## config.mk

```make
export PLATFORM = sky130hd
export DESIGN_NAME = icap_stream_writer
export DESIGN_NICKNAME = d
export VERILOG_FILES = /design/src/rtl/icap_ctrl_pkg.sv /design/src/rtl/icap_bitswap.sv /design/src/rtl/icap_stream_writer.sv
export SDC_FILE = /design/constraint.sdc
export NUM_CORES = 1
export LEC_CHECK = 0
export CORE_MARGIN = 5
export CORE_UTILIZATION = 45
export CTS_CLUSTER_DIAMETER = 40
export DETAILED_ROUTE_END_ITERATION = 10
export PLACE_DENSITY = 0.88
export SLEW_MARGIN = 20
export SYNTH_ARGS = -nofsm -noshare
export SYNTH_HDL_FRONTEND = slang
export SYNTH_SLANG_ARGS = --single-unit
export TNS_END_PERCENT = 10
```

## constraint.sdc

```tcl
create_clock -name clk -period 2.6 [get_ports clk]
set_input_delay 0.26 -clock clk [delete_from_list [all_inputs] [get_ports clk]]
set_output_delay 0.26 -clock clk [all_outputs]
set_load 0.005 [all_outputs]
```

## src/rtl/icap_ctrl_pkg.sv

```systemverilog
// Shared types for the ICAP stream writer: controller states, error codes,
// and the per-byte bit-reversal helper used when bit swapping is enabled.
package icap_ctrl_pkg;

  typedef enum logic [2:0] {
    IDLE      = 3'd0,
    WRITE     = 3'd1,
    WAIT_DONE = 3'd2,
    DONE      = 3'd3,
    ERROR     = 3'd4
  } state_e;

  localparam logic [1:0] ERR_NONE    = 2'd0;
  localparam logic [1:0] ERR_PRERROR = 2'd1;
  localparam logic [1:0] ERR_TIMEOUT = 2'd2;

  // Reverse the bit order inside one byte (bit 0 <-> bit 7).
  function automatic logic [7:0] bitrev8(input logic [7:0] b);
    logic [7:0] r;
    for (int k = 0; k < 8; k++) begin
      r[k] = b[7-k];
    end
    return r;
  endfunction

endpackage

```

## src/rtl/icap_bitswap.sv

```systemverilog
// Combinational byte-wise bit reversal of a bitstream word, matching the bit
// order of Xilinx .bit files. Any bits beyond the last whole byte pass through.
module icap_bitswap
  import icap_ctrl_pkg::*;
#(
  parameter int C_I_WIDTH = 32
) (
  input  logic [C_I_WIDTH-1:0] data_i,
  output logic [C_I_WIDTH-1:0] data_o
);

  localparam int C_BYTES = C_I_WIDTH / 8;

  genvar g;
  for (g = 0; g < C_BYTES; g++) begin : g_byte
    assign data_o[8*g +: 8] = bitrev8(data_i[8*g +: 8]);
  end

  if ((C_I_WIDTH % 8) != 0) begin : g_rem
    assign data_o[C_I_WIDTH-1:C_BYTES*8] = data_i[C_I_WIDTH-1:C_BYTES*8];
  end

endmodule

```

## src/rtl/icap_stream_writer.sv

```systemverilog
// Write-only ICAP controller: takes a partial bitstream from an AXI4-Stream
// slave, writes it to ICAP under m_avail backpressure, then waits for
// prdone/prerror (with timeout) and reports sticky done/error status.
// Optional feature macro: ICAP_BITSWAP_EN bit-reverses each byte of tdata.
module icap_stream_writer
  import icap_ctrl_pkg::*;
#(
  parameter int C_I_WIDTH      = 32,
  parameter int C_DONE_TIMEOUT = 4096,
  parameter int C_CNT_WIDTH    = 32
) (
  input  logic                   clk,
  input  logic                   rst,
  input  logic                   start,
  input  logic                   clear,
  input  logic [C_I_WIDTH-1:0]   s_axis_tdata,
  input  logic                   s_axis_tvalid,
  output logic                   s_axis_tready,
  input  logic                   s_axis_tlast,
  output logic                   m_csib,
  output logic                   m_rdwrb,
  output logic [C_I_WIDTH-1:0]   m_i,
  input  logic [C_I_WIDTH-1:0]   m_o,
  output logic                   m_clk,
  input  logic                   m_avail,
  input  logic                   m_prdone,
  input  logic                   m_prerror,
  output logic                   busy,
  output logic                   done,
  output logic                   error,
  output logic [1:0]             err_code,
  output logic [C_CNT_WIDTH-1:0] word_count
);

  localparam int C_TMO_WIDTH = $clog2(C_DONE_TIMEOUT + 1);
  localparam logic [C_TMO_WIDTH-1:0] C_TMO_LIMIT = C_TMO_WIDTH'(C_DONE_TIMEOUT);

  state_e                 state_q, state_d;
  logic                   csib_q, csib_d;
  logic                   rdwrb_q, rdwrb_d;
  logic [C_I_WIDTH-1:0]   i_q, i_d;
  logic [1:0]             err_q, err_d;
  logic [C_CNT_WIDTH-1:0] cnt_q, cnt_d;
  logic [C_TMO_WIDTH-1:0] tmo_q, tmo_d;
  logic [C_TMO_WIDTH-1:0] tmo_inc_s;
  logic [C_I_WIDTH-1:0]   swap_s;
  logic                   accept_s;
  logic                   m_o_unused;

  // Readback is never used by a write-only controller.
  assign m_o_unused = ^m_o;

`ifdef ICAP_BITSWAP_EN
  icap_bitswap #(.C_I_WIDTH(C_I_WIDTH)) u_bitswap (
    .data_i (s_axis_tdata),
    .data_o (swap_s)
  );
`else
  assign swap_s = s_axis_tdata;
`endif

  assign m_clk         = clk;
  assign s_axis_tready = (state_q == WRITE) && m_avail;
  assign accept_s      = s_axis_tready && s_axis_tvalid;
  assign tmo_inc_s     = tmo_q + C_TMO_WIDTH'(1);

  assign m_csib     = csib_q;
  assign m_rdwrb    = rdwrb_q;
  assign m_i        = i_q;
  assign busy       = (state_q == WRITE) || (state_q == WAIT_DONE);
  assign done       = (state_q == DONE);
  assign error      = (state_q == ERROR);
  assign err_code   = err_q;
  assign word_count = cnt_q;

  // Next-state, counters and next ICAP pin values.
  always_comb begin
    state_d = state_q;
    err_d   = err_q;
    cnt_d   = cnt_q;
    tmo_d   = tmo_q;
    i_d     = i_q;
    csib_d  = 1'b1;

    // The accepted word is presented to ICAP next cycle, even if the state
    // leaves WRITE in the same cycle (tlast or prerror).
    if (accept_s) begin
      i_d    = swap_s;
      csib_d = 1'b0;
      if (~&cnt_q) begin
        cnt_d = cnt_q + C_CNT_WIDTH'(1);
      end else begin
        cnt_d = cnt_q;
      end
    end else begin
      i_d = i_q;
    end

    case (state_q)
      IDLE: begin
        if (start) begin
          state_d = WRITE;
          cnt_d   = {C_CNT_WIDTH{1'b0}};
          err_d   = ERR_NONE;
          tmo_d   = {C_TMO_WIDTH{1'b0}};
        end else begin
          state_d = IDLE;
        end
      end
      WRITE: begin
        if (m_prerror) begin
          state_d = ERROR;
          err_d   = ERR_PRERROR;
        end else if (accept_s && s_axis_tlast) begin
          state_d = WAIT_DONE;
        end else begin
          state_d = WRITE;
        end
      end
      WAIT_DONE: begin
        tmo_d = tmo_inc_s;
        if (m_prerror) begin
          state_d = ERROR;
          err_d   = ERR_PRERROR;
        end else if (m_prdone) begin
          state_d = DONE;
        end else if (tmo_inc_s == C_TMO_LIMIT) begin
          state_d = ERROR;
          err_d   = ERR_TIMEOUT;
        end else begin
          state_d = WAIT_DONE;
        end
      end
      DONE, ERROR: begin
        if (clear) begin
          state_d = IDLE;
        end else begin
          state_d = state_q;
        end
      end
      default: begin
        state_d = IDLE;
      end
    endcase

    // Write direction is held for the whole transfer and for the final
    // in-flight word; otherwise ICAP idles in read direction.
    rdwrb_d = ~(accept_s || (state_d == WRITE) || (state_d == WAIT_DONE));
  end

  // State and registered ICAP outputs.
  always_ff @(posedge clk or posedge rst) begin
    if (rst) begin
      state_q <= IDLE;
      csib_q  <= 1'b1;
      rdwrb_q <= 1'b1;
      i_q     <= {C_I_WIDTH{1'b0}};
      err_q   <= ERR_NONE;
      cnt_q   <= {C_CNT_WIDTH{1'b0}};
      tmo_q   <= {C_TMO_WIDTH{1'b0}};
    end else begin
      state_q <= state_d;
      csib_q  <= csib_d;
      rdwrb_q <= rdwrb_d;
      i_q     <= i_d;
      err_q   <= err_d;
      cnt_q   <= cnt_d;
      tmo_q   <= tmo_d;
    end
  end

endmodule

```

==> impl_metrics.tcl, run 1 <==
set metrics [dict create \
    post_route_cells_drive_above_1_share_pct 8.612 \
    period_minus_slack_ns 2.418 \
    fillers 708 \
    synth_simple_gate_area_share_pct 26.46 \
    io-pin-count 146 \
    diodes 0 \
    die_x_um 105.5 \
    timing.critical_path.depth 3 \
    drv.max_cap_violation_count 0 \
    synth_seq_cells 84 \
    synth_top_family_by_area "simple AND/OR/NAND/NOR gates" \
    vdd_drop_max_mv 0.5644 \
    grt_pass1_vias 3923 \
    timing.critical_path.arrival_ns 2.16 \
    globalplace.congestion 0.8666 \
    yosysWarnings 0 \
    layout_worst_path_cycle_share_pct 93.00 \
    synth_xor_xnor_area_share_pct 0.8544 \
    setup.worst_path.end_class "output port" \
    reg2regPathDepth 5 \
    synthesis.area_per_instance_um2 9.071 \
    die-height_um 105.5 \
    whs_ns 0.2241 \
    maxSlewHeadroom_pct 56.73 \
    critical_path_peak_fanout 15 \
    tritoncts_clock_tree "yes" \
    average_wire_per_cell_in_the_routed_design_um 16.07 \
    place.detailed.instances 658 \
    core-area_um2 8806 \
    cts_setup_buffers 0 \
    synth_compound_gate_area_share_pct 16.88 \
    synth.net_count 527 \
    finalNetCount 639 \
    grt_antenna_before_repair 0 \
    yosys.cell_types.count 54 \
    start_util_pct 46.56 \
    synthFlopType "sky130_fd_sc_hd__dfrtp_1" \
    cellPowerDensity_nw_per_um2 765.1 \
    fin_cells 677 \
    detailroute.via_count 3834 \
    required_ns 2.34 \
    worst-slew-pin-transition_ns 0.6467 \
    setup_viol 0 \
    first_pass_iters 4 \
    setup.worst_path.end "busy" \
    synth-seq-area-share_pct 51.33 \
    io_buffer_count 113 \
    final_hold_viol_count 0 \
    worst_path_dominant_cell_family "simple AND/OR/NAND/NOR gates" \
    cpPeakStageDelay_ns 0.54 \
    status "finished, final reports clean" \
    syn_area_um2 4100 \
    worst-path-buf-inv 1 \
    clkTransAtPathRegs_ns 0.09 \
    hold_path.class "input port to asynchronous set/reset pin" \
    post_cts.resized_instances 0 \
    muxShareOfSynthArea_pct 0.4883 \
    synth-edff-count 0 \
    max_clock_freq_mhz 413.6 \
    cts-hold-fix-buffers 0 \
    die_outline_area_um2 11120 \
    p_leak_uw 0.002431 \
    cp_cell_sequence "or3b_4 > nand2_1 > clkdlybuf4s50_1" \
    final.setup.tns_ns 0 \
    number_of_drc_violations_after_detailed_routing 0 \
    track_usage_pct 20.10 \
    areaGrowthSynthToFinish_pct 37.02 \
    largest_net_degree_at_the_start_of_global_routing 85 \
    row_count 34 \
    regToRegEndpoint "err_code[0]$_DFFE_PP0P_" \
    final-max-slew-violation-count 0 \
    rsz0062_at_grt "false" \
    drt_first_iter_violations 245 \
    r2r_start "tmo_q[3]$_DFFE_PP0P_" \
    first_pass_grt_wire_length_um 18430 \
    timing.clock.skew_ns 0.01462 \
    grt_remaining_overflow 0 \
    post_synth_fa_ha_maj_area_fraction_pct 0.6103 \
    setup.worst_path.class "register to output port" \
    worst_setup_path_startpoint "state_q[0]$_DFF_PP0_" \
    clock_insertion_delay_worst_skew_ns 0.46 \
    wl_um 10880 \
    detail-route-antenna-nets 0 \
    dp_hpwl_um 7696 \
    route.detailed.vias_per_inst 5.663 \
    synthCells 452 \
    synth-async-reset-ratio_pct 100.0 \
    reg2reg_slack_ns 0.28 \
    timing.critical_path.from_type "register" \
    critPathSlowestCell "sky130_fd_sc_hd__clkdlybuf4s50_1" \
]
==> per-stage QoR <==
stage	utilization (%)	setup slack [ns]	total power, uW	cell area, um2
2_1_floorplan	-	0.1782	2330	4100
3_3_place_gp	60.78	0.2876	3106	5353
3_5_place_dp	60.78	0.2240	3160	5353
4_1_cts	63.77	0.02779	4343	5615
5_1_grt	63.80	0.04045	4571	5618
6_report	63.80	0.1820	4298	5618
==> cell type report <==
class	count	area, um2	area share [%]
Tap cell	108	135.1	2.405
Inverter	12	46.29	0.8241
Timing Repair Buffer	120	1194	21.25
Clock inverter	7	97.59	1.737
Multi-Input combinational cell	333	1866	33.21
Clock buffer	13	175.2	3.118
Sequential cell	84	2105	37.46
==> registers in the layout, indices dropped and copies added, names as in the netlist <==
| signal | flops |
|---|---|
| m_i | 32 |
| state_q | 3 |
| tmo_q | 13 |
| word_count | 32 |
| err_code | 2 |
| m_csib | 1 |
| m_rdwrb | 1 |
==> cell usage after synthesis (4+ instances only) <==
cell type,count,area [um2]
sky130_fd_sc_hd__inv_1,12,45.04
sky130_fd_sc_hd__or3_1,15,93.84
sky130_fd_sc_hd__nor4_1,6,37.54
sky130_fd_sc_hd__nand3_1,13,65.06
sky130_fd_sc_hd__a31o_2,5,43.79
sky130_fd_sc_hd__or4_1,6,45.04
sky130_fd_sc_hd__clkbuf_1,17,63.81
sky130_fd_sc_hd__nor2_1,14,52.55
sky130_fd_sc_hd__xnor2_1,4,35.03
sky130_fd_sc_hd__a21o_1,5,37.54
sky130_fd_sc_hd__o211ai_1,7,52.55
sky130_fd_sc_hd__o21ai_0,29,145.1
sky130_fd_sc_hd__o31ai_1,11,82.58
sky130_fd_sc_hd__dfrtp_1,82,2052
sky130_fd_sc_hd__nand2_1,125,469.2
sky130_fd_sc_hd__nand4_1,13,81.33
sky130_fd_sc_hd__a21oi_1,25,125.1
==> worst reg2reg max path, stage by stage (launching register included) <==
cell and delay (ns):
sky130_fd_sc_hd__dfrtp_1 0.45, sky130_fd_sc_hd__nand4_1 0.40, sky130_fd_sc_hd__o31ai_1 0.44, sky130_fd_sc_hd__nand4_1 0.22, sky130_fd_sc_hd__o31a_1 0.32, sky130_fd_sc_hd__a2111oi_1 0.37
==> metal layers <==
metal	up-vias	global-route usage (%)	wire (um)
li1	1847	-	-
met1	1851	24.98	4608
met2	122	32.65	5286
met3	14	6.296	822
met4	0	8.060	165
met5	-	0	0
==> placed cells by master, fill, tap and decap left out, types with 3 or more instances in the layout <==
cell type and n:
sky130_fd_sc_hd__nand2_1 125, sky130_fd_sc_hd__clkdlybuf4s50_1 113, sky130_fd_sc_hd__dfrtp_1 82, sky130_fd_sc_hd__o21ai_0 29, sky130_fd_sc_hd__a21oi_1 25, sky130_fd_sc_hd__or3_1 15
sky130_fd_sc_hd__nor2_1 14, sky130_fd_sc_hd__nand3_1 13, sky130_fd_sc_hd__nand4_1 13, sky130_fd_sc_hd__clkbuf_8 12, sky130_fd_sc_hd__o31ai_1 11, sky130_fd_sc_hd__inv_1 11
sky130_fd_sc_hd__o211ai_1 7, sky130_fd_sc_hd__buf_4 7, sky130_fd_sc_hd__nor4_1 6, sky130_fd_sc_hd__or4_1 6, sky130_fd_sc_hd__a21o_1 5, sky130_fd_sc_hd__a31o_2 5
sky130_fd_sc_hd__xnor2_1 4, sky130_fd_sc_hd__nor3b_1 3, sky130_fd_sc_hd__and2_1 3, sky130_fd_sc_hd__o41ai_1 3, sky130_fd_sc_hd__and3_1 3, sky130_fd_sc_hd__and4_1 3
==> worst min path at each step <==
stage	to	cells after the start
after global routing	tmo_q[12]$_DFFE_PP0P_	3
after global placement	m_i[25]$_DFFE_PP0P_	2
final	m_i[19]$_DFFE_PP0P_	3
after detailed placement	m_i[15]$_DFFE_PP0P_	2
after CTS	m_i[26]$_DFFE_PP0P_	3
after floorplan	m_clk	1
==> power by group <==
part	total [uW]	internal (uW)	switching [uW]	leakage, uW
Combinational	1310	719	591	0.00119
Sequential	1790	1590	196	0.00111
Clock	1200	670	531	0.000132
==> kinds of logic after synthesis <==
kind of cell | after synthesis
simple gates | 221
compound gates | 104
flops | 84
buf+inv | 35
xor+xnor | 4
mux | 2
fa+ha+maj | 2
Power figures use the tool's default switching activity.
==> run 2: changes to the inputs <==
--- a/config.mk
+++ b/config.mk
@@ -10,6 +10,7 @@
 export CTS_CLUSTER_DIAMETER = 40
 export DETAILED_ROUTE_END_ITERATION = 10
 export PLACE_DENSITY = 0.88
+export SKIP_CTS_REPAIR_TIMING = 1
 export SLEW_MARGIN = 20
 export SYNTH_ARGS = -nofsm -noshare
 export SYNTH_HDL_FRONTEND = slang
==> results of run 2 <==
Final layout, timing and power as in run 1 (identical DEF).
==> run 3: changes to the inputs <==
--- a/config.mk
+++ b/config.mk
@@ -6,12 +6,11 @@
 export NUM_CORES = 1
 export LEC_CHECK = 0
 export CORE_MARGIN = 5
-export CORE_UTILIZATION = 45
+export CORE_UTILIZATION = 49
 export CTS_CLUSTER_DIAMETER = 40
 export DETAILED_ROUTE_END_ITERATION = 10
-export PLACE_DENSITY = 0.88
+export PLACE_DENSITY = 0.94
 export SKIP_CTS_REPAIR_TIMING = 1
-export SLEW_MARGIN = 20
 export SYNTH_ARGS = -nofsm -noshare
 export SYNTH_HDL_FRONTEND = slang
 export SYNTH_SLANG_ARGS = --single-unit
==> constraint.sdc (replaced) <==
create_clock -name clk -period 3 [get_ports clk]
set_input_delay 0.3 -clock clk [delete_from_list [all_inputs] [get_ports clk]]
set_output_delay 0.3 -clock clk [all_outputs]
set_load 0.005 [all_outputs]
==> run 3 against run 2 <==
Net effect:
- first-iteration DRC count down 4.5%
- sequential power down 14%
- sequential share of layout area up 0.30 points
- critical path depth unchanged
- critical path type unchanged
- critical endpoint unchanged
- largest power group unchanged
- highest routed layer unchanged
==> impl_metrics.tcl, run 3 (synthesis results as in run 1) <==
set metrics [dict create \
    areaGrowthSynthToFinish_pct 35.92 \
    setup.worst_path.class "register to output port" \
    layout_worst_path_cycle_share_pct 85.75 \
    post_route_cells_drive_above_1_share_pct 8.436 \
    placement.cell_area_um2 5349 \
    largest_net_degree_at_the_start_of_global_routing 85 \
    layout.area.seq_um2 2105 \
    io-pin-count 146 \
    multi_input_comb_area_um2 1863 \
    most_common_cell_after_layout_fill_and_taps_aside "sky130_fd_sc_hd__nand2_1" \
    setup.worst_path.end_class "output port" \
    rsz0062_at_grt "false" \
    final.setup.tns_ns 0 \
    start_util_pct 50.15 \
    die_outline_area_um2 10300 \
    comb_power_share_pct 31.8 \
    drv.max_cap_violation_count 0 \
    number_of_drc_violations_after_detailed_routing 0 \
    hold_path.class "input port to asynchronous set/reset pin" \
    fillers 636 \
    detail-route-antenna-nets 0 \
    critical_path_peak_fanout 15 \
    io_buffer_count 113 \
    grt_remaining_overflow 0 \
    setup_viol 0 \
    maxSlewHeadroom_pct 53.91 \
    period_minus_slack_ns 2.573 \
    final-max-slew-violation-count 0 \
    p_leak_uw 0.002423 \
    wl_um 10750 \
    vdd_drop_max_mv 0.5591 \
    post-route-cell-area_um2 5573 \
    timing.critical_path.from_type "register" \
    grt_antenna_before_repair 0 \
    die-height_um 101.5 \
    clock_insertion_delay_worst_skew_ns 0.45 \
    diodes 0 \
    power.share.clock_pct 25.0 \
    route.detailed.vias_per_inst 5.708 \
    detailroute.via_count 3847 \
    p_int_uw 2490 \
    required_ns 2.70 \
    max_clock_freq_mhz 388.7 \
    netSwitchingFraction_pct 30.36 \
    die_x_um 101.5 \
    drt_first_iter_violations 234 \
    row_count 33 \
    worst-slew-pin-transition_ns 0.6888 \
    average_wire_per_cell_in_the_routed_design_um 15.95 \
    track_usage_pct 22.13 \
    first_pass_iters 5 \
    first_pass_grt_wire_length_um 17990 \
    dp_hpwl_um 7628 \
    timing.critical_path.arrival_ns 2.27 \
    finalNetCount 639 \
    final_hold_viol_count 0 \
    status "finished, final reports clean" \
    grt_pass1_vias 3804 \
    share_seq_of_total_power_pct 43.2 \
    tritoncts_clock_tree "yes" \
    globalplace.congestion 0.8495 \
    core-area_um2 8175 \
    switching_power_uw 1085 \
    cellPowerDensity_nw_per_um2 641.5 \
    layout_common_cells "125 x sky130_fd_sc_hd__nand2_1, 113 x sky130_fd_sc_hd__clkdlybuf4s50_1, 82 x sky130_fd_sc_hd__dfrtp_1" \
    timing.clock.skew_ns 0.008210 \
    clkTransAtPathRegs_ns 0.08 \
]
[run 3: changes by cell type in the layout (fill, tap and decap cells not counted)]
cell	before	now
sky130_fd_sc_hd__bufinv_16	2	1
sky130_fd_sc_hd__clkbuf_1	0	1
sky130_fd_sc_hd__clkinv_2	2	6
sky130_fd_sc_hd__clkinvlp_4	2	0
sky130_fd_sc_hd__inv_6	2	0
sky130_fd_sc_hd__or3b_2	1	2
sky130_fd_sc_hd__or3b_4	1	0
[run 3: cell type report]
| type | count | area share, % |
|---|---|---|
| Clock inverter | 6 | 0.9879 |
| Sequential cell | 84 | 37.76 |
| Inverter | 12 | 0.8307 |
| Clock buffer | 14 | 3.211 |
| Timing Repair Buffer | 120 | 21.42 |
| Tap cell | 105 | 2.357 |
| Multi-Input combinational cell | 333 | 33.43 |
[run 3: through the flow]
stage / util [%] / worst slack [ns] / power [uW] / hold WS [ns] / instances
after global routing: 68.17 / 0.2260 / 3822 / 0.2882 / 674
after CTS: 68.17 / 0.4311 / 3620 / 0.2731 / 674
after detailed placement: 65.43 / 0.5569 / 2741 / 0.4614 / 655
after floorplan: - / 0.5382 / 2019 / 0.3808 / 452
final: 68.17 / 0.4275 / 3575 / 0.2434 / 674
after global placement: 65.43 / 0.6387 / 2682 / 0.4578 / 655
[run 3: path summary, 6_finish.rpt]
kind	cells past startpoint	from	end	slack, ns
min in group clk	3	s_axis_tdata[11]	m_i[11]$_DFFE_PP0P_	0.37
worst max register to register	5	tmo_q[3]$_DFFE_PP0P_	err_code[0]$_DFFE_PP0P_	0.55
worst min register to register	2	m_i[9]$_DFFE_PP0P_	m_i[9]$_DFFE_PP0P_	0.48
worst max-delay path	3	state_q[0]$_DFF_PP0_	busy	0.43
worst min-delay path	3	rst	err_code[1]$_DFFE_PP0P_	0.24
max in group asynchronous	3	rst	m_csib$_DFF_PP1_	2.37
[run 3: per-layer routing]
metal  wire length, um  share of wire, %  global-route usage, %
met1              4278                40                  26.64
met2              5429                50                  36.32
met3               900               8.4                  8.264
met4               144               1.3                  8.282
met5                 0                 0                      0
[run 3: power groups by stage]
| stage | Clock (uW) | Combinational (uW) | Sequential (uW) |
|---|---|---|---|
| final | 894 | 1140 | 1540 |
| after global routing | 985 | 1250 | 1580 |
| after CTS | 919 | 1150 | 1550 |
| after detailed placement | 28.1 | 1140 | 1570 |
| after global placement | 28.1 | 1110 | 1540 |
| after floorplan | 21.6 | 437 | 1560 |
[run 3: critical path: stages (launching register included)]
cell                              delay [ns]
sky130_fd_sc_hd__dfrtp_1                0.46
sky130_fd_sc_hd__or3b_2                 0.67
sky130_fd_sc_hd__nand2_1                0.17
sky130_fd_sc_hd__clkdlybuf4s50_1        0.52
